File: src/rtl/psum_ctrl_pkg.sv
// Shared types for the psum accumulation sequencer: controller states and RF depth helper.
package psum_ctrl_pkg;

    typedef enum logic [2:0] {
        IDLE,
        ACC,
        WR,
        FIN,
        SWAP
    } state_t;

    function automatic int unsigned rf_depth(input int unsigned addr_bits);
        return 32'd1 << addr_bits;
    endfunction

endpackage

File: src/rtl/psum_accum_ctrl_wrap_counter.sv
// Modulo-DEPTH up counter; 'wrapped' remembers a rollover until the next clear.
module wrap_counter #(
    parameter int DEPTH = 32,
    parameter int WIDTH = 5
) (
    input  logic             clk,
    input  logic             reset,
    input  logic             inc,
    input  logic             clr,
    output logic [WIDTH-1:0] count,
    output logic             wrapped
);

    localparam logic [WIDTH-1:0] LAST = WIDTH'(DEPTH - 1);

    always_ff @(posedge clk or posedge reset) begin
        if (reset) begin
            count   <= '0;
            wrapped <= 1'b0;
        end else if (clr) begin
            count   <= '0;
            wrapped <= 1'b0;
        end else if (inc) begin
            if (count == LAST) begin
                count   <= '0;
                wrapped <= 1'b1;
            end else begin
                count <= count + WIDTH'(1);
            end
        end
    end

endmodule

File: src/rtl/psum_accum_ctrl.sv
// Drains the psum RF into the GBF one entry at a time and manages the GBF bank swap.
module psum_accum_ctrl
    import psum_ctrl_pkg::*;
#(
    parameter int PSUM_RF_ADDR_BITWIDTH = 2,
    parameter int GBF_ADDR_BITWIDTH     = 5,
    parameter int DEPTH                 = 32
) (
    input  logic                             clk,
    input  logic                             reset,
    input  logic                             pe_psum_finish,
    input  logic                             conv_finish,
    input  logic                             gbf_w_ready,
    output logic [PSUM_RF_ADDR_BITWIDTH-1:0] psum_rf_addr,
    output logic                             acc_en,
    output logic                             psum_gbf_w_en,
    output logic [GBF_ADDR_BITWIDTH-1:0]     psum_gbf_w_addr,
    output logic                             psum_gbf_w_num,
    output logic                             su_add_finish,
    output logic                             busy,
    output logic                             gbf_overflow
);

    localparam logic [PSUM_RF_ADDR_BITWIDTH-1:0] RF_LAST =
        PSUM_RF_ADDR_BITWIDTH'(rf_depth(PSUM_RF_ADDR_BITWIDTH) - 1);

    state_t state, next_state;
    logic   pe_cur, pe_prev, conv_cur, conv_prev;
    logic   start_rise, conv_rise;
    logic   start_pend, swap_pend;
    logic   start_drain, write_accept, wrapped;

    assign start_rise   = pe_cur & ~pe_prev;
    assign conv_rise    = conv_cur & ~conv_prev;
    assign write_accept = (state == WR) && gbf_w_ready;

    assign acc_en        = (state == ACC);
    assign psum_gbf_w_en = (state == WR);
    assign su_add_finish = (state == FIN);
    assign busy          = (state != IDLE);

    always_ff @(posedge clk or posedge reset) begin
        if (reset) begin
            state     <= IDLE;
            pe_cur    <= 1'b0;
            pe_prev   <= 1'b0;
            conv_cur  <= 1'b0;
            conv_prev <= 1'b0;
        end else begin
            state     <= next_state;
            pe_cur    <= pe_psum_finish;
            pe_prev   <= pe_cur;
            conv_cur  <= conv_finish;
            conv_prev <= conv_cur;
        end
    end

    // A pending swap always beats a pending start so a drain never straddles banks.
    always_comb begin
        next_state  = state;
        start_drain = 1'b0;
        case (state)
            IDLE: begin
                if (start_rise || start_pend) begin
                    next_state  = ACC;
                    start_drain = 1'b1;
                end else if (conv_rise || swap_pend) begin
                    next_state = SWAP;
                end
            end
            ACC: next_state = WR;
            WR: begin
                if (gbf_w_ready) begin
                    next_state = (psum_rf_addr == RF_LAST) ? FIN : ACC;
                end
            end
            FIN: begin
                if (swap_pend) begin
                    next_state = SWAP;
                end else if (start_pend) begin
                    next_state  = ACC;
                    start_drain = 1'b1;
                end else begin
                    next_state = IDLE;
                end
            end
            SWAP: next_state = IDLE;
            default: next_state = IDLE;
        endcase
    end

    always_ff @(posedge clk or posedge reset) begin
        if (reset) begin
            start_pend <= 1'b0;
            swap_pend  <= 1'b0;
        end else begin
            if (start_drain) begin
                start_pend <= 1'b0;
            end else if (start_rise && state != IDLE) begin
                start_pend <= 1'b1;
            end
            if (state == SWAP) begin
                swap_pend <= 1'b0;
            end else if (conv_rise && (state != IDLE || start_drain)) begin
                swap_pend <= 1'b1;
            end
        end
    end

    always_ff @(posedge clk or posedge reset) begin
        if (reset) begin
            psum_rf_addr   <= '0;
            psum_gbf_w_num <= 1'b0;
            gbf_overflow   <= 1'b0;
        end else begin
            if (start_drain) begin
                psum_rf_addr <= '0;
            end else if (write_accept && psum_rf_addr != RF_LAST) begin
                psum_rf_addr <= psum_rf_addr + PSUM_RF_ADDR_BITWIDTH'(1);
            end
            if (state == SWAP) begin
                psum_gbf_w_num <= ~psum_gbf_w_num;
            end
            // Landing on address 0 again in the same bank means older psums get overwritten.
            if (write_accept && psum_gbf_w_addr == '0 && wrapped) begin
                gbf_overflow <= 1'b1;
            end
        end
    end

    wrap_counter #(
        .DEPTH (DEPTH),
        .WIDTH (GBF_ADDR_BITWIDTH)
    ) u_gbf_addr (
        .clk     (clk),
        .reset   (reset),
        .inc     (write_accept),
        .clr     (state == SWAP),
        .count   (psum_gbf_w_addr),
        .wrapped (wrapped)
    );

endmodule

File: config.mk
export PLATFORM = sky130hd
export DESIGN_NAME = psum_accum_ctrl
export DESIGN_NICKNAME = d
export VERILOG_FILES = /design/src/rtl/psum_ctrl_pkg.sv /design/src/rtl/psum_accum_ctrl_wrap_counter.sv /design/src/rtl/psum_accum_ctrl.sv
export SDC_FILE = /design/constraint.sdc
export NUM_CORES = 1
export LEC_CHECK = 0
export CORE_UTILIZATION = 40
export CTS_CLUSTER_DIAMETER = 50
export DETAILED_ROUTE_END_ITERATION = 10
export HOLD_SLACK_MARGIN = 0.08
export PLACE_DENSITY = 0.72
export SETUP_SLACK_MARGIN = 0.4
export SLEW_MARGIN = 20
export SYNTH_ARGS = -nofsm -noshare
export SYNTH_HDL_FRONTEND = slang
export SYNTH_SLANG_ARGS = --single-unit
File: constraint.sdc
create_clock -name clk -period 3.6 [get_ports clk]
set_clock_uncertainty 0.1 [all_clocks]
set_input_delay 0.72 -clock clk [delete_from_list [all_inputs] [get_ports clk]]
set_output_delay 0.72 -clock clk [all_outputs]
set_load 0.01 [all_outputs]
# --- After elaboration in Yosys (flattened, before gate mapping) ---
# Index checks and enable logic that the tools add are counted.
totals:
  reg_bits: 19
  latchBits: 0
  output_inout_bits: 13
  mem_count: 0
  word_cells: 70
  romBits: 0
  ram_bits: 0
op_classes:
  n_shift: 0
  muxes: 23
  eq_ne: 9
  multipliers: 0
  order_cmp: 0
  n_reduce_logical: 19
  n_div: 0
  n_addsub: 2
  bitwise_logic: 5
op_table:
  columns: ["cell", "count"]
  rows:
  - ["$mux W5", 3]
  - ["$mux W3", 4]
  - ["$pmux W3 S4", 1]
  - ["$mux W1", 11]
  - ["$reduce_bool A2 Y1", 5]
  - ["$eq A3 B2 Y1 const B", 2]
  - ["$logic_and A1 B1 Y1", 6]
  - ["$mux W2", 3]
  - ["$add A5 B1 Y5 const B", 1]
  - ["$eq A5 B5 Y1 const B", 1]
  - ["$logic_not A5 Y1", 1]
  - ["$ne A2 B2 Y1 const B", 2]
  - ["$reduce_and A2 Y1", 2]
  - ["$eq A3 B1 Y1 const B", 1]
  - ["$eq A3 B3 Y1 const B", 1]
  - ["$logic_not A3 Y1", 1]
  - ["$logic_or A1 B1 Y1", 3]
  - ["$ne A3 B3 Y1 const B", 1]
  - ["$not A1 Y1", 3]
  - ["$reduce_bool A3 Y1", 1]
  - ["$add A2 B1 Y2 const B", 1]
  - ["$and A1 B1 Y1", 2]
  - ["$eq A2 B2 Y1 const B", 1]
  - ["$pmux W1 S2", 1]

# --- Longest topological paths before layout ---
# Gate-level depths: netlist of the first run.
logic_depth:
  depth_word: 9
  ltp_mapped: 6
  depth_no_buf: 6

# --- Hierarchy ---
# A second synthesis of the first run with hierarchy kept.
hier_totals:
  hier_cells: 81
  area_unflattened_um2: 883.3
by_module_without_submodules:
  columns: ["mod", "cells_each", "area_per_inst_um2", "instances", "seq_area_each_um2"]
  rows:
  - ["psum_accum_ctrl", 52, 588.1, 1, 325.3]
  - ["wrap_counter", 29, 295.3, 1, 150.1]

# --- Worst setup path after synthesis of the first run ---
# OpenSTA, ideal clock, no wires.
synth_timing:
  path_type: "reg2out"
  from: "reg state[2]"
  to: "out busy"
  stages_incl_launch_ff: 3
  t_arrival_ps: 1023
  t_required_ps: 2780
  setup_slack_ps: 1757
  cell_sequence: "dfrtp_1 > buf_4 > or3_2"
synth_via:
  elab_chain_len: 1
synth_rtl:
  columns: ["item", "line", "source"]
  rows:
  - ["from (decl)", "psum_accum_ctrl.sv:27", "state_t state, next_state;"]
  - ["from (signal assigned)", "psum_accum_ctrl.sv:50", "state <= next_state;"]
  - ["$reduce_bool A3 Y1", "psum_accum_ctrl.sv:40", "assign busy = (state != IDLE);"]
  - ["to (decl)", "psum_accum_ctrl.sv:20", "output logic busy,"]
# No other way between the ends.

# --- Worst setup path in the final report of the first run ---
layout_timing:
  from: "reg state[1]"
  to: "out busy"
# The elaborated chain is that of the path after synthesis.

==> impl_metrics.xml, run 1 <==
<?xml version="1.0" encoding="UTF-8"?>
<metrics>
  <group name="outcome">
    <metric name="status" unit="">complete, no violations</metric>
  </group>
  <group name="global_routing">
    <metric name="grtUsageTotal" unit="">0.136</metric>
    <metric name="grt_pass1_vias" unit="">605</metric>
    <metric name="grt_first_pass_wirelength" unit="um">2620</metric>
    <metric name="antenna_found_initial" unit="">0</metric>
    <metric name="gr-total-overflow" unit="">0</metric>
    <metric name="grt_max_degree" unit="">20</metric>
  </group>
  <group name="clock_network">
    <metric name="cts-root-buf" unit="">clkbuf_4</metric>
    <metric name="post_cts_hold_buffer_count" unit="">0</metric>
    <metric name="cts_tree" unit="">built</metric>
    <metric name="clock_buffers_created_by_tritoncts" unit="">3</metric>
    <metric name="clk_transition_reported_paths" unit="ns">0.11</metric>
    <metric name="clk_path_buf_depth" unit="">2</metric>
    <metric name="cts_post_setup_buffers_inserted" unit="">0</metric>
    <metric name="clk-insertion-delay-late" unit="ns">0.29</metric>
    <metric name="h-tree-depth" unit="">1</metric>
    <metric name="cts.sink_count" unit="">19</metric>
    <metric name="post_cts_resized" unit="">0</metric>
  </group>
  <group name="route">
    <metric name="post-route-drc-count" unit="">0</metric>
    <metric name="drt_pre_antenna_iters" unit="">4</metric>
    <metric name="route.detailed.wl_per_inst" unit="um">12.2</metric>
    <metric name="routed_wirelength" unit="um">1550</metric>
    <metric name="antenna_left" unit="">0</metric>
    <metric name="num_vias" unit="">644</metric>
    <metric name="initial_drc_count" unit="">14</metric>
    <metric name="vias_per_cell" unit="">5.07</metric>
  </group>
  <group name="die">
    <metric name="floorplan.die.height" unit="um">50.5</metric>
    <metric name="die-width" unit="um">50.5</metric>
    <metric name="design.core.area" unit="sq um">2210</metric>
    <metric name="initial_core_util" unit="">0.426</metric>
    <metric name="floorplan.die_area" unit="sq um">2550</metric>
    <metric name="boundaryPins" unit="">18</metric>
    <metric name="floorplan.rows" unit="">17</metric>
  </group>
  <group name="timing">
    <metric name="grt_setup_unrepaired" unit="">no</metric>
    <metric name="slew_headroom" unit="">0.533</metric>
    <metric name="final.setup.tns" unit="ns">0</metric>
    <metric name="max_clock_freq" unit="GHz">0.376</metric>
    <metric name="finalHoldViolations" unit="">0</metric>
    <metric name="worst-slew-pin-transition" unit="ns">0.699</metric>
    <metric name="drv_slew" unit="">0</metric>
    <metric name="min_tclk_post_route" unit="ns">2.66</metric>
    <metric name="finalSetupViolCount" unit="">0</metric>
    <metric name="post-route-worst-setup-slack" unit="ns">0.938</metric>
    <metric name="layout_worst_path_cycle_share" unit="">0.739</metric>
  </group>
  <group name="flow_run">
    <metric name="cap_viol_max_count" unit="">0</metric>
  </group>
  <group name="cells_and_area">
    <metric name="n_antenna_cell" unit="">0</metric>
    <metric name="syn_to_final_growth" unit="%">21.9</metric>
    <metric name="num-nets-final" unit="">109</metric>
    <metric name="post_route_cells_drive_above_1_share" unit="">0.141</metric>
    <metric name="mostFrequentLayoutCell" unit="">dfrtp_1</metric>
    <metric name="final_cell_mix" unit="">dfrtp_1 (19), clkdlybuf4s50_1 (17)</metric>
    <metric name="finish.cell_count_without_fillers" unit="">127</metric>
  </group>
  <group name="synth">
    <metric name="yosys_warnings" unit="">0</metric>
    <metric name="synth-async-reset-ratio" unit="">1.00</metric>
    <metric name="synth_top_cell_by_area" unit="">dfrtp_1</metric>
    <metric name="ys_seq_elements" unit="">19</metric>
    <metric name="synth.net_count" unit="">90</metric>
    <metric name="cell_count_after_synthesis" unit="">81</metric>
    <metric name="syn-mean-instance-area" unit="sq um">11.6</metric>
    <metric name="ys_seq_area_frac" unit="">0.505</metric>
    <metric name="synth_cell_type_count" unit="">38</metric>
    <metric name="synth_top_flop_cell" unit="">dfrtp_1</metric>
    <metric name="synth.cell_area" unit="sq um">942</metric>
    <metric name="yosys.area.top_type_share" unit="">0.505</metric>
    <metric name="synth_edf_count" unit="">0</metric>
    <metric name="netlist_top_cells_area" unit="">dfrtp_1 (50%), ha_1 (5.3%), nand4bb_4 (2.9%)</metric>
  </group>
  <group name="setup_path">
    <metric name="reg2reg_to" unit="">u_gbf_addr.count[3]$_DFFE_PP0P_</metric>
    <metric name="critical_path_arrival" unit="ns">1.84</metric>
    <metric name="slowest_delay" unit="ns">0.56</metric>
    <metric name="critPathMaxFanout" unit="">10</metric>
    <metric name="crit_start_category" unit="">register</metric>
    <metric name="reg2regPathDepth" unit="">6</metric>
    <metric name="worst-r2r-setup-slack" unit="ns">1.89</metric>
    <metric name="worst_setup_path_end_kind" unit="">output port</metric>
    <metric name="r2r_start" unit="">u_gbf_addr.count[0]$_DFFE_PP0P_</metric>
    <metric name="worstSetupPathType" unit="">register to output port</metric>
    <metric name="critPathRequiredTime" unit="ns">2.78</metric>
    <metric name="cpMaxStageDelayCell" unit="">dfrtp_1</metric>
    <metric name="worstPathCellList" unit="">or3_2 &gt; clkdlybuf4s50_1</metric>
  </group>
  <group name="place">
    <metric name="port-buffer-count" unit="">17</metric>
    <metric name="dpl.hpwl" unit="um">1130</metric>
    <metric name="place_worst_setup_slack" unit="ns">1.27</metric>
    <metric name="gp_congestion" unit="">0.800</metric>
    <metric name="dpl.cell_count" unit="">123</metric>
  </group>
  <group name="pwr">
    <metric name="vdd.ir_drop.worst" unit="mV">0.459</metric>
    <metric name="leakage" unit="nW">0.512</metric>
    <metric name="p_per_area" unit="nW/um^2">691</metric>
  </group>
  <group name="hold_path">
    <metric name="whs_path_depth" unit="">0</metric>
    <metric name="holdCritPathClass" unit="">register to register</metric>
    <metric name="worstHoldEndpoint" unit="">conv_prev$_DFF_PP0_</metric>
    <metric name="min-delay-start" unit="">conv_cur$_DFF_PP0_</metric>
  </group>
</metrics>
[per-stage QoR]
| stage | total power [mW] | hold WS (ns) | cell area (sq um) | utilization |
|---|---|---|---|---|
| floorplan | 0.577 | 0.247 | 942 | - |
| global placement | 0.684 | 0.253 | 1120 | 0.507 |
| detailed placement | 0.692 | 0.267 | 1120 | 0.507 |
| CTS | 0.804 | 0.295 | 1150 | 0.519 |
| global route | 0.848 | 0.313 | 1150 | 0.519 |
| finish | 0.794 | 0.290 | 1150 | 0.519 |
[cell families after synthesis]
kind of cell    share of synthesized area
flops                               0.505
xor+xnor                           0.0186
buf+inv                            0.0478
mux                                0.0120
compound gates                      0.143
fa+ha+maj                          0.0531
simple gates                        0.220
[layer usage]
| metal | share of wire | vias to the layer above | track usage |
|---|---|---|---|
| li1 | - | 322 | - |
| met1 | 0.49 | 315 | 0.187 |
| met2 | 0.49 | 7 | 0.211 |
| met3 | 0.023 | 0 | 0.0273 |
| met4 | 0 | 0 | 0.0463 |
| met5 | 0 | - | 0 |
[final cells by class]
| class | count | area (sq um) |
|---|---|---|
| well taps | 28 | 35.0 |
| fillers | 215 | 1060 |
| repair buffers | 17 | 170 |
| inverters | 5 | 18.8 |
| clock inverters | 1 | 5.00 |
| flip-flops and latches | 19 | 475 |
| multi-input cells | 54 | 422 |
| clock buffers | 3 | 22.5 |
[registers in the layout (all words and copies together), names as in the netlist]
| name | flops |
|---|---|
| pe_prev | 1 |
| conv_prev | 1 |
| psum_rf_addr | 2 |
| u_gbf_addr.count | 5 |
| start_pend | 1 |
| state | 3 |
| u_gbf_addr.wrapped | 1 |
| psum_gbf_w_num | 1 |
| gbf_overflow | 1 |
| pe_cur | 1 |
| conv_cur | 1 |
| swap_pend | 1 |
[report_power, final]
group,total (mW),internal [mW],leakage (nW),switching (mW)
clock network,0.108,0.0413,0.0177,0.0665
logic,0.332,0.192,0.249,0.140
registers,0.354,0.267,0.245,0.0868
[worst max-delay path, delay by kind of cell (launching register included)]
kind / cells / cell delay, ns
DFF: 1 / 0.56
and+or+nand+nor: 1 / 0.51
buffers and inverters: 1 / 0.49
[cells in the mapped netlist (2+ instances only)]
master	instances
dfrtp_1	19
inv_1	4
nand3b_1	2
nand3_1	2
a21oi_1	4
nor2_1	4
buf_4	2
nand2_1	4
a22o_1	2
o21ai_0	3
nor2b_1	2
a31oi_1	2
ha_1	4
nor3b_1	2
xnor2_1	2
[how the worst max path moves through the flow]
stage                                to  slack (ns)                  from  depth (start not counted)
final                              busy        0.94  state[1]$_DFFE_PP0P_                          2
after global placement             busy        1.29  state[1]$_DFFE_PP0P_                          2
after CTS                          busy        0.93  state[1]$_DFFE_PP0P_                          2
after global routing      psum_gbf_w_en        0.84  state[1]$_DFFE_PP0P_                          2
after floorplan                    busy        1.76  state[2]$_DFFE_PP0P_                          2
after detailed placement           busy        1.27  state[1]$_DFFE_PP0P_                          2
Power figures use the tool's default switching activity.
==> inputs of run 2 (changes only) <==
Clock period 3.6 ns to 2.75 ns, I/O delays scaled along.
==> run 2 against run 1 <==
Compared with the run above:
- highest routed layer is now met4
- worst hold slack worse by 0.0041 ns
- critical endpoint is now acc_en
- flip-flop and latch count unchanged
- power grew 37%
- worst setup slack worse by 0.40 ns
- wire length rose by 4.3%
==> impl_metrics.xml, run 2 (synthesis gave the netlist of run 1 again) <==
<?xml version="1.0" encoding="UTF-8"?>
<metrics>
  <group name="global_routing">
    <metric name="grt_max_degree" unit="">20</metric>
    <metric name="grtUsageTotal" unit="">0.139</metric>
    <metric name="gr-total-overflow" unit="">0</metric>
    <metric name="grt_pass1_vias" unit="">608</metric>
    <metric name="grt_first_pass_wirelength" unit="um">2700</metric>
    <metric name="antenna_found_initial" unit="">0</metric>
    <metric name="globalRoute.busiestLayer" unit="">met2</metric>
    <metric name="global_route.usage.met2" unit="">0.218</metric>
    <metric name="met3_usage" unit="">0.0182</metric>
    <metric name="groute.layer.met1.usage" unit="">0.199</metric>
  </group>
  <group name="pwr">
    <metric name="leakage" unit="nW">0.540</metric>
    <metric name="p_per_area" unit="nW/um^2">910</metric>
    <metric name="vdd.ir_drop.worst" unit="mV">0.461</metric>
  </group>
  <group name="place">
    <metric name="port-buffer-count" unit="">17</metric>
    <metric name="gp_congestion" unit="">0.800</metric>
    <metric name="dpl.cell_count" unit="">123</metric>
    <metric name="dpl.hpwl" unit="um">1130</metric>
  </group>
  <group name="timing">
    <metric name="worst-slew-pin-transition" unit="ns">0.704</metric>
    <metric name="drv_slew" unit="">0</metric>
    <metric name="finalHoldViolations" unit="">0</metric>
    <metric name="slew_headroom" unit="">0.530</metric>
    <metric name="layout_worst_path_cycle_share" unit="">0.805</metric>
    <metric name="grt_setup_unrepaired" unit="">no</metric>
    <metric name="finalSetupViolCount" unit="">0</metric>
    <metric name="min_tclk_post_route" unit="ns">2.21</metric>
    <metric name="max_clock_freq" unit="GHz">0.452</metric>
    <metric name="final.setup.tns" unit="ns">0</metric>
  </group>
  <group name="die">
    <metric name="boundaryPins" unit="">18</metric>
    <metric name="initial_core_util" unit="">0.426</metric>
    <metric name="floorplan.die.height" unit="um">50.5</metric>
    <metric name="design.core.area" unit="sq um">2210</metric>
    <metric name="floorplan.rows" unit="">17</metric>
    <metric name="floorplan.die_area" unit="sq um">2550</metric>
    <metric name="die-width" unit="um">50.5</metric>
  </group>
  <group name="setup_path">
    <metric name="critPathRequiredTime" unit="ns">2.10</metric>
    <metric name="cpMaxStageDelayCell" unit="">clkdlybuf4s50_1</metric>
    <metric name="crit_start_category" unit="">register</metric>
    <metric name="worst-r2r-setup-slack" unit="ns">1.04</metric>
    <metric name="worstSetupPathType" unit="">register to output port</metric>
    <metric name="worst_setup_path_end_kind" unit="">output port</metric>
    <metric name="critical_path_arrival" unit="ns">1.56</metric>
    <metric name="critPathMaxFanout" unit="">5</metric>
    <metric name="slowest_delay" unit="ns">0.58</metric>
    <metric name="worstPathCellList" unit="">nor3b_2 &gt; clkdlybuf4s50_1</metric>
  </group>
  <group name="cells_and_area">
    <metric name="syn_to_final_growth" unit="%">26.7</metric>
    <metric name="biggestRegsByFlops" unit="">u_gbf_addr.count: 5 flops, state: 3 flops, psum_rf_addr: 2 flops</metric>
    <metric name="finish.cell_count_without_fillers" unit="">131</metric>
    <metric name="num-nets-final" unit="">113</metric>
    <metric name="n_antenna_cell" unit="">0</metric>
    <metric name="post_route_cells_drive_above_1_share" unit="">0.214</metric>
    <metric name="final_cell_mix" unit="">dfrtp_1 (16), clkdlybuf4s50_1 (16)</metric>
    <metric name="largest_register" unit="">u_gbf_addr.count</metric>
    <metric name="largest_reg_flops" unit="">5</metric>
  </group>
  <group name="clock_network">
    <metric name="h-tree-depth" unit="">1</metric>
    <metric name="cts.sink_count" unit="">19</metric>
    <metric name="clk_transition_reported_paths" unit="ns">0.10</metric>
    <metric name="cts-root-buf" unit="">clkbuf_4</metric>
    <metric name="cts_tree" unit="">built</metric>
    <metric name="clock_buffers_created_by_tritoncts" unit="">3</metric>
    <metric name="clk_path_buf_depth" unit="">2</metric>
    <metric name="clk-insertion-delay-late" unit="ns">0.28</metric>
  </group>
  <group name="outcome">
    <metric name="status" unit="">complete, no violations</metric>
  </group>
  <group name="route">
    <metric name="route.detailed.wl_per_inst" unit="um">12.3</metric>
    <metric name="initial_drc_count" unit="">14</metric>
    <metric name="num_vias" unit="">679</metric>
    <metric name="routed_wirelength" unit="um">1610</metric>
    <metric name="post-route-drc-count" unit="">0</metric>
    <metric name="drt_pre_antenna_iters" unit="">4</metric>
    <metric name="antenna_left" unit="">0</metric>
    <metric name="vias_per_cell" unit="">5.18</metric>
  </group>
  <group name="flow_run">
    <metric name="cap_viol_max_count" unit="">0</metric>
  </group>
  <group name="hold_path">
    <metric name="holdCritPathClass" unit="">register to register</metric>
  </group>
</metrics>
run 2: power breakdown:
| group | internal [mW] | total [mW] | leakage (nW) | switching, mW |
|---|---|---|---|---|
| logic | 0.284 | 0.524 | 0.284 | 0.240 |
| clock network | 0.0562 | 0.135 | 0.0150 | 0.0792 |
| registers | 0.354 | 0.427 | 0.241 | 0.0723 |
| total | 0.695 | 1.09 | 0.540 | 0.391 |
run 2: worst max-delay path: cells and delay by family (launching register included):
kind / cells / cell delay, ns
buffers and inverters: 1 / 0.58
flip-flops: 1 / 0.45
AND/OR/NAND/NOR: 1 / 0.25
run 2: what timing repair did:
item / in CTS / in global routing
setup endpoints to repair: 4 / 3
hold buffers: 0 / 0
gates resized for setup: 3 / 3
buffers inserted: 3 / 1
run 2: final cells by class:
cell class,count,area [sq um]
fill,208,1020
sequential,19,479
multi-input combinational,54,432
timing repair buffer,21,203
tap,28,35.0
clock buffer,4,26.3
inverter,5,18.8
run 2: worst paths after layout:
kind	start	to	cells past startpoint
max	state[2]$_DFFE_PP0P_	acc_en	2
min	conv_cur$_DFF_PP0_	conv_prev$_DFF_PP0_	0
max reg2reg	u_gbf_addr.count[0]$_DFFE_PP0P_	u_gbf_addr.count[3]$_DFFE_PP0P_	6
min reg2reg	conv_cur$_DFF_PP0_	conv_prev$_DFF_PP0_	0
max in group asynchronous	reset	state[2]$_DFFE_PP0P_	2
min in group asynchronous	reset	conv_cur$_DFF_PP0_	2
run 2: routing by layer:
layer  part of all wire  routed length [um]  up-vias
met5                  0                   0        -
met4             0.0068                  11        0
met3              0.018                  29        2
met2               0.48                 779        7
met1               0.49                 791      337
li1                   -                   -      333
run 2: metrics by stage:
step | utilization | worst slack [ns] | area [sq um] | hold WS (ns) | total power [mW]
after floorplan | - | 1.08 | 942 | 0.247 | 0.756
after global placement | 0.507 | 0.605 | 1120 | 0.253 | 0.895
after detailed placement | 0.507 | 0.590 | 1120 | 0.267 | 0.906
after CTS | 0.531 | 0.391 | 1170 | 0.292 | 1.08
after global routing | 0.540 | 0.457 | 1190 | 0.313 | 1.16
final | 0.540 | 0.536 | 1190 | 0.285 | 1.09
==> inputs of run 3 (changes only) <==
Clock period 2.75 ns to 2.1 ns, I/O delays scaled along.
==> run 3 against run 2 <==
Compared with the run above:
- core utilization is 4.7 points higher
- count of clock-buffer cells in the layout is 1 lower
- power is 44% higher
- die area stayed put
- sequential power is 27% higher
- flip-flop and latch count stayed put
- worst setup slack worse by 0.22 ns
- critical endpoint is now busy
- final cell count is 9.2% higher
- global-route usage is 4.7 points higher
==> impl_metrics.xml, run 3 (synthesis gave the netlist of run 1 again) <==
<?xml version="1.0" encoding="UTF-8"?>
<metrics>
  <group name="die">
    <metric name="boundaryPins" unit="">18</metric>
    <metric name="design.core.area" unit="sq um">2210</metric>
    <metric name="floorplan.die_area" unit="sq um">2550</metric>
    <metric name="floorplan.die.height" unit="um">50.5</metric>
    <metric name="floorplan.rows" unit="">17</metric>
    <metric name="die-width" unit="um">50.5</metric>
    <metric name="initial_core_util" unit="">0.426</metric>
  </group>
  <group name="pwr">
    <metric name="vdd.ir_drop.worst" unit="mV">0.783</metric>
    <metric name="share_seq_of_total_power" unit="">0.347</metric>
    <metric name="power.clock.fraction" unit="">0.124</metric>
    <metric name="leakage" unit="nW">0.643</metric>
    <metric name="switchingPower" unit="mW">0.581</metric>
    <metric name="power.combinational.fraction" unit="">0.530</metric>
    <metric name="switching_share" unit="">0.372</metric>
    <metric name="p_per_area" unit="nW/um^2">1200</metric>
    <metric name="cell_internal_pwr" unit="mW">0.980</metric>
  </group>
  <group name="route">
    <metric name="vias_per_cell" unit="">5.20</metric>
    <metric name="num_vias" unit="">743</metric>
    <metric name="route.detailed.wl_per_inst" unit="um">13.7</metric>
    <metric name="routed_wirelength" unit="um">1960</metric>
    <metric name="drt_pre_antenna_iters" unit="">4</metric>
    <metric name="initial_drc_count" unit="">13</metric>
    <metric name="antenna_left" unit="">0</metric>
    <metric name="post-route-drc-count" unit="">0</metric>
  </group>
  <group name="clock_network">
    <metric name="h-tree-depth" unit="">1</metric>
    <metric name="clk-insertion-delay-late" unit="ns">0.31</metric>
    <metric name="clk_transition_reported_paths" unit="ns">0.11</metric>
    <metric name="cts.sink_count" unit="">19</metric>
    <metric name="cts-root-buf" unit="">clkbuf_4</metric>
    <metric name="clock_buffers_created_by_tritoncts" unit="">3</metric>
    <metric name="clk_path_buf_depth" unit="">2</metric>
    <metric name="cts_tree" unit="">built</metric>
  </group>
  <group name="cells_and_area">
    <metric name="largest_register" unit="">u_gbf_addr.count</metric>
    <metric name="final_cell_mix" unit="">dfrtp_1 (17), buf_4 (12), dlygate4sd2_1 (9), buf_6 (6)</metric>
    <metric name="n_antenna_cell" unit="">0</metric>
    <metric name="mostFrequentLayoutCell" unit="">dfrtp_1</metric>
    <metric name="largest_reg_flops" unit="">5</metric>
    <metric name="num-nets-final" unit="">125</metric>
    <metric name="biggestRegsByFlops" unit="">u_gbf_addr.count: 5 flops, state: 3 flops, psum_rf_addr: 2 flops</metric>
    <metric name="post_route_cells_drive_above_1_share" unit="">0.348</metric>
    <metric name="fin_area" unit="sq um">1300</metric>
    <metric name="syn_to_final_growth" unit="%">37.7</metric>
  </group>
  <group name="setup_path">
    <metric name="worst_setup_path_end_kind" unit="">output port</metric>
    <metric name="cpMaxStageDelayCell" unit="">dfrtp_2</metric>
    <metric name="critPathMaxFanout" unit="">4</metric>
    <metric name="critical_path_arrival" unit="ns">1.26</metric>
    <metric name="worstPathCellList" unit="">or3_4 &gt; buf_6</metric>
    <metric name="critPathRequiredTime" unit="ns">1.58</metric>
    <metric name="critical_path.top_delay_family" unit="">flip-flops</metric>
    <metric name="worstSetupPathType" unit="">register to output port</metric>
    <metric name="timing.critical_path.buf_inv" unit="">1</metric>
    <metric name="crit_start_category" unit="">register</metric>
    <metric name="slowest_delay" unit="ns">0.48</metric>
  </group>
  <group name="place">
    <metric name="placed_area" unit="sq um">1160</metric>
    <metric name="dpl.hpwl" unit="um">1260</metric>
    <metric name="port-buffer-count" unit="">17</metric>
    <metric name="gp_congestion" unit="">0.752</metric>
  </group>
  <group name="timing">
    <metric name="final.setup.tns" unit="ns">0</metric>
    <metric name="max_clock_freq" unit="GHz">0.562</metric>
    <metric name="layout_worst_path_cycle_share" unit="">0.848</metric>
    <metric name="worst-slew-pin-transition" unit="ns">0.298</metric>
    <metric name="min_tclk_post_route" unit="ns">1.78</metric>
    <metric name="finalHoldViolations" unit="">0</metric>
    <metric name="grt_setup_unrepaired" unit="">yes</metric>
    <metric name="finalSetupViolCount" unit="">0</metric>
    <metric name="slew_headroom" unit="">0.799</metric>
    <metric name="drv_slew" unit="">0</metric>
  </group>
  <group name="outcome">
    <metric name="status" unit="">complete, no violations</metric>
  </group>
  <group name="hold_path">
    <metric name="holdCritPathClass" unit="">register to register</metric>
  </group>
  <group name="global_routing">
    <metric name="grt_pass1_vias" unit="">771</metric>
    <metric name="gr-total-overflow" unit="">0</metric>
    <metric name="grt_first_pass_wirelength" unit="um">3420</metric>
    <metric name="grt_max_degree" unit="">20</metric>
    <metric name="grtUsageTotal" unit="">0.186</metric>
    <metric name="antenna_found_initial" unit="">0</metric>
  </group>
  <group name="flow_run">
    <metric name="cap_viol_max_count" unit="">0</metric>
  </group>
</metrics>
==> run 3: changes by cell type in the layout (fill, tap and decap cells not counted), sizes merged <==
cell,change
clkbuf,-1
clkinv,+1
clkdlybuf4s50,-12
buf,+16
dlymetal6s2s,-1
dlygate4sd2,+9
==> run 3: power by group through the flow <==
stage / combinational [mW] / sequential (mW) / clock, mW
2_1_floorplan: 0.441 / 0.549 / 0
3_3_place_gp: 0.660 / 0.554 / 0
3_5_place_dp: 0.666 / 0.563 / 0
4_1_cts: 0.804 / 0.537 / 0.195
5_1_grt: 0.903 / 0.552 / 0.214
6_report: 0.827 / 0.541 / 0.193
==> run 3: layer usage <==
| metal | up-vias | part of all wire | track usage |
|---|---|---|---|
| li1 | 359 | - | - |
| met1 | 365 | 0.45 | 0.224 |
| met2 | 14 | 0.50 | 0.302 |
| met3 | 5 | 0.035 | 0.0394 |
| met4 | 0 | 0.020 | 0.111 |
| met5 | - | 0 | 0 |
==> run 3: layout make-up <==
class,count,area (sq um)
tap,28,35.0
clock buffer,3,22.5
inverter,5,18.8
sequential,19,478
clock inverter,1,5.00
multi-input combinational,54,452
timing repair buffer,33,287
fill,202,915
==> run 3: timing repair <==
item | CTS | global route
setup buffers | 11 | 0
pin swaps | 2 | 2
hold endpoints to repair | 0 | 0
resized for setup | 36 | 3
hold buffers | 0 | 0
endpoints found under the setup margin | 14 | 7
==> run 3: final timing paths <==
check / startpoint / to / slack [ns] / cells after the start
setup / recovery: state[0]$_DFFE_PP0P_ / busy / 0.32 / 2
hold / removal: conv_cur$_DFF_PP0_ / conv_prev$_DFF_PP0_ / 0.29 / 0
setup reg to reg: state[0]$_DFFE_PP0P_ / u_gbf_addr.count[0]$_DFFE_PP0P_ / 0.46 / 5
hold reg to reg: conv_cur$_DFF_PP0_ / conv_prev$_DFF_PP0_ / 0.29 / 0
max in group asynchronous: reset / state[0]$_DFFE_PP0P_ / 1.38 / 3
min in group asynchronous: reset / conv_prev$_DFF_PP0_ / 0.31 / 3
==> run 3: stage by stage <==
step / setup slack [ns] / util / total power [mW] / std cells / hold WS (ns)
floorplan: 0.485 / - / 0.990 / 81 / 0.247
global placement: 0.232 / 0.524 / 1.21 / 128 / 0.253
detailed placement: 0.219 / 0.524 / 1.23 / 128 / 0.255
CTS: 0.340 / 0.580 / 1.54 / 143 / 0.287
global route: 0.290 / 0.587 / 1.67 / 143 / 0.310
finish: 0.319 / 0.587 / 1.56 / 143 / 0.285
==> RTL edit 1, RTL diff (flow settings as in run 2) <==
`DEPTH` is set to 32 in 2 places; all go to 16.
--- a/src/rtl/psum_accum_ctrl_wrap_counter.sv
+++ b/src/rtl/psum_accum_ctrl_wrap_counter.sv
@@ -1,5 +1,5 @@
 // Modulo-DEPTH up counter; 'wrapped' remembers a rollover until the next clear.
 module wrap_counter #(
-    parameter int DEPTH = 32,
+    parameter int DEPTH = 16,
     parameter int WIDTH = 5
 ) (
--- a/src/rtl/psum_accum_ctrl.sv
+++ b/src/rtl/psum_accum_ctrl.sv
@@ -5,5 +5,5 @@
     parameter int PSUM_RF_ADDR_BITWIDTH = 2,
     parameter int GBF_ADDR_BITWIDTH     = 5,
-    parameter int DEPTH                 = 32
+    parameter int DEPTH                 = 16
 ) (
     input  logic                             clk,
Formal check against the unedited RTL: same outputs for any inputs over 10 cycles, from zero or initial values and one cycle with reset high; that may be too few to reach the edited logic, so the function may still have changed.
==> RTL edit 1 against run 2 <==
Maximum frequency is 2.0% lower; largest power group is now sequential cells; sequential power up 0.9%; synthesized area shrank 4.9%; utilization up 2.0 points; total power down 12%; first-iteration DRC count increased by 7.1%; highest routed layer unchanged; design area shrank 4.2%; critical path depth unchanged; sequential cell count unchanged; clock power grew 4%; setup slack got worse by 0.045 ns; routed wire length is 0.37% higher; synthesized cell count is 2.5% higher.
==> RTL edit 1: results (changes against run 2) <==
drt:
  highest_layer: "met4"
  drt_iter0_markers: 15  # +1
  vias: 671  # -1.2%
  wl_met2_um: 784  # +0.64%
  dr.pass1.iters: 4  # unchanged
  wl_per_cell_um: 12.45  # +1.1%
  wl_met3_um: 82  # +180%
  wirelength_met1_um: 738  # -6.7%
power:
  leakagePower_nw: 0.5439  # +0.70%
  p_int_w: 0.0006113  # -12%
  p_comb_frac: 0.404  # -0.079
  powerDensity_nw_per_um2: 839.2  # -7.8%
  pwr-share-clk: 0.147  # +0.022
  vdd.ir_drop.worst_mv: 0.5264  # +14%
grt:
  busiest_layer: "met2"
  grt_use_total: 0.1521  # +0.01350
  grt_pass1_vias: 620  # +2.0%
  met3_usage: 0.03738  # +0.01920
  met2_usage: 0.2534  # +0.03565
  grt_util_met1: 0.1874  # -0.01145
  grt_pass1_wl_um: 2773  # +2.8%
cts:
  cts_buffers: 3  # unchanged
  cts_max_level: 1  # unchanged
  clk_latency_ns: 0.29
  clock_path_buffers: 2  # unchanged
synth:
  synth-compound-area-share: 0.1369  # -0.006555
  yosysWarnings: 0  # unchanged
  synthArstFlopShare: 1.000  # unchanged
  synth_area_leaders: "dfrtp_1, ha_1, a21oi_1"
  muxShareOfSynthArea: 0  # -0.01195
  synth_nets: 91  # +1.1%
  synth_cell_types: 33  # -13%
  synth.yosys.seq_area_share: 0.5307  # +0.02608
  synth_xor_area_frac: 0.02933  # +0.01074
  synth-adder-area-share: 0.04190  # -0.01122
min_path:
  hold_path_end: "conv_prev"
  min-delay-start: "conv_cur"
worst_setup_path:
  cp_max_fo: 6  # +1
  path_delay_family: "buffers and inverters"
  r2r_slack_ns: 1.09  # +0.05 ns
  cp-endpoint: "psum_gbf_w_en"
  worst_r2r_endpoint: "u_gbf_addr.count[2]"
  r2r-start: "state[2]"
placement:
  dp_hpwl_um: 1165  # +3.1%
  portBuffers: 17  # unchanged
  routabilityCongestion: 0.7140  # -11%
  place_area_um2: 1072  # -4.4%
final_layout:
  diodes: 0  # unchanged
  nets: 112  # -0.88%
  drive_gt1_frac: 0.1553  # -0.05825
sta:
  relSlewSlack: 0.5340  # +0.003961
  fin_hold_ws_ns: 0.2883  # +0.002836 ns
status:
  status: "completed"
==> RTL edit 1: final cells by class <==
type,instances,area (um2)
fill,191,898.4
timing repair buffer,20,195.2
multi-input combinational,53,381.6
clock buffer,3,22.52
tap,27,33.78
clock inverter,1,5.005
sequential,19,479.2
inverter,7,26.28
==> RTL edit 1: timing repair <==
| action | 4_1_cts | 5_1_grt |
|---|---|---|
| endpoints found under the hold margin | 0 | 0 |
| resized for setup | 2 | 5 |
| pin swaps | 0 | 1 |
| endpoints found under the setup margin | 3 | 4 |
| buffers inserted | 0 | 2 |
==> RTL edit 1: per-stage QoR <==
step | worst slack [ns] | std cells
floorplan | 1.187 | 83
global placement | 0.6746 | 124
detailed placement | 0.6456 | 124
CTS | 0.3755 | 128
global route | 0.4008 | 130
finish | 0.4907 | 130
==> RTL edit 2, RTL diff (config.mk and constraints of run 2) <==
Made on the original files. Re-encode `state_t` (5 states) as one-hot, 5 bits wide.
--- a/src/rtl/psum_ctrl_pkg.sv
+++ b/src/rtl/psum_ctrl_pkg.sv
@@ -2,10 +2,10 @@
 package psum_ctrl_pkg;
 
-    typedef enum logic [2:0] {
-        IDLE,
-        ACC,
-        WR,
-        FIN,
-        SWAP
+    typedef enum logic [4:0] {
+        IDLE = 5'b00001,
+        ACC  = 5'b00010,
+        WR   = 5'b00100,
+        FIN  = 5'b01000,
+        SWAP = 5'b10000
     } state_t;
 
Formal check against the unedited RTL: no difference found for any inputs over 10 cycles, from zero or initial values and one cycle with reset high; not proved beyond that.
==> RTL edit 2 against run 2 <==
Synthesized area rose by 15%; routed wire length rose by 41%; sequential cell count rose by 2; total power rose by 12%; largest cell class is now multi-input combinational cells; critical path depth rose by 2; highest routed layer unchanged; largest power group unchanged; sequential power rose by 11%; setup slack got worse by 0.080 ns; design area rose by 17%.
==> RTL edit 2: results (changes against run 2) <==
power:
  leakagePower_nw: 0.6766  # +25%
  vdd.ir_drop.worst_mv: 0.5257  # +14%
  p_int_w: 0.0007576  # +9.0%
synth:
  synth_nets: 110  # +22%
  synth_xor_area_frac: 0.008102  # -0.01049
cts:
  post_cts.repair.setup_buffers: 5  # +2
  clk_latency_ns: 0.31  # +0.03 ns
  clk_pin_slew_ns: 0.12  # +0.02 ns
  ctsResizeCount: 9  # +6
status:
  status: "completed"
grt:
  grt_use_total: 0.1863  # +0.04769
  grt_pass1_vias: 848  # +39%
  grt_max_degree: 22  # +10%
  grt_pass1_wl_um: 3795  # +41%
worst_setup_path:
  path_delay_family: "simple AND/OR/NAND/NOR gates"
  cpPeakStageDelay_ns: 0.52  # -0.06 ns
  critPathArrivalTime_ns: 1.64  # +0.08 ns
  cp_max_fo: 3  # -2
placement:
  place_area_um2: 1291  # +15%
  dp_cells: 148  # +20%
  routabilityCongestion: 0.7510  # -6.1%
sta:
  fin_hold_ws_ns: 0.2924  # +0.006935 ns
  max_slew.worst_pin.slew_ns: 0.7794  # +0.07528 ns
final_layout:
  nets: 139  # +23%
  fillers: 236  # +13%
  drive_gt1_frac: 0.2016  # -0.01204
drt:
  wl_per_cell_um: 14.31  # +16%
RTL edit 2: path summary, 6_finish.rpt:
kind	from	endpoint
worst min-delay path	pe_cur	pe_prev
worst min register to register	pe_cur	pe_prev
worst max register to register	u_gbf_addr.count[0]	u_gbf_addr.count[2]
worst max-delay path	state[2]	su_add_finish
min in group asynchronous	reset	psum_gbf_w_num
max in group asynchronous	reset	state[3]
RTL edit 2: per-layer routing:
layer	up-vias	wire length [um]	GRT usage
li1	425	-	-
met1	434	1026	0.2276
met2	17	1173	0.3333
met3	4	51	0.02542
met4	0	25	0.06410
met5	-	0	0
RTL edit 2: power groups by stage:
stage	clock network, W	logic, W	registers (W)
after floorplan	0	0.000311	0.000489
after global placement	0	0.000478	0.000487
after detailed placement	0	0.000499	0.000492
after CTS	0.000151	0.000594	0.000473
after global routing	0.000169	0.000656	0.000488
final	0.000148	0.000598	0.000474
RTL edit 2: layout make-up:
class	instances	area, um2	area share
Multi-Input combinational cell	69	536.8	0.3841
Sequential cell	21	529.3	0.3787
Timing Repair Buffer	25	229.0	0.1638
Inverter	10	37.54	0.02686
Tap cell	30	37.54	0.02686
Clock buffer	3	22.52	0.01611
Clock inverter	1	5.005	0.003581
RTL edit 2: metrics by stage:
stage | worst slack (ns) | util
after floorplan | 0.8776 | -
after global placement | 0.4066 | 0.5119
after detailed placement | 0.3713 | 0.5119
after CTS | 0.3749 | 0.5476
after global routing | 0.3934 | 0.5541
final | 0.4558 | 0.5541
RTL edit 2: logic make-up (layout without fill, tap and decap cells):
group	Yosys count	in the layout
xor gates and xnor gates	1	1
adders and majority gates	4	4
DFF	21	21
and+or+nand+nor	42	42
muxes	2	2
buffers and inverters	11	39
AOI/OAI and AO/OA	20	20
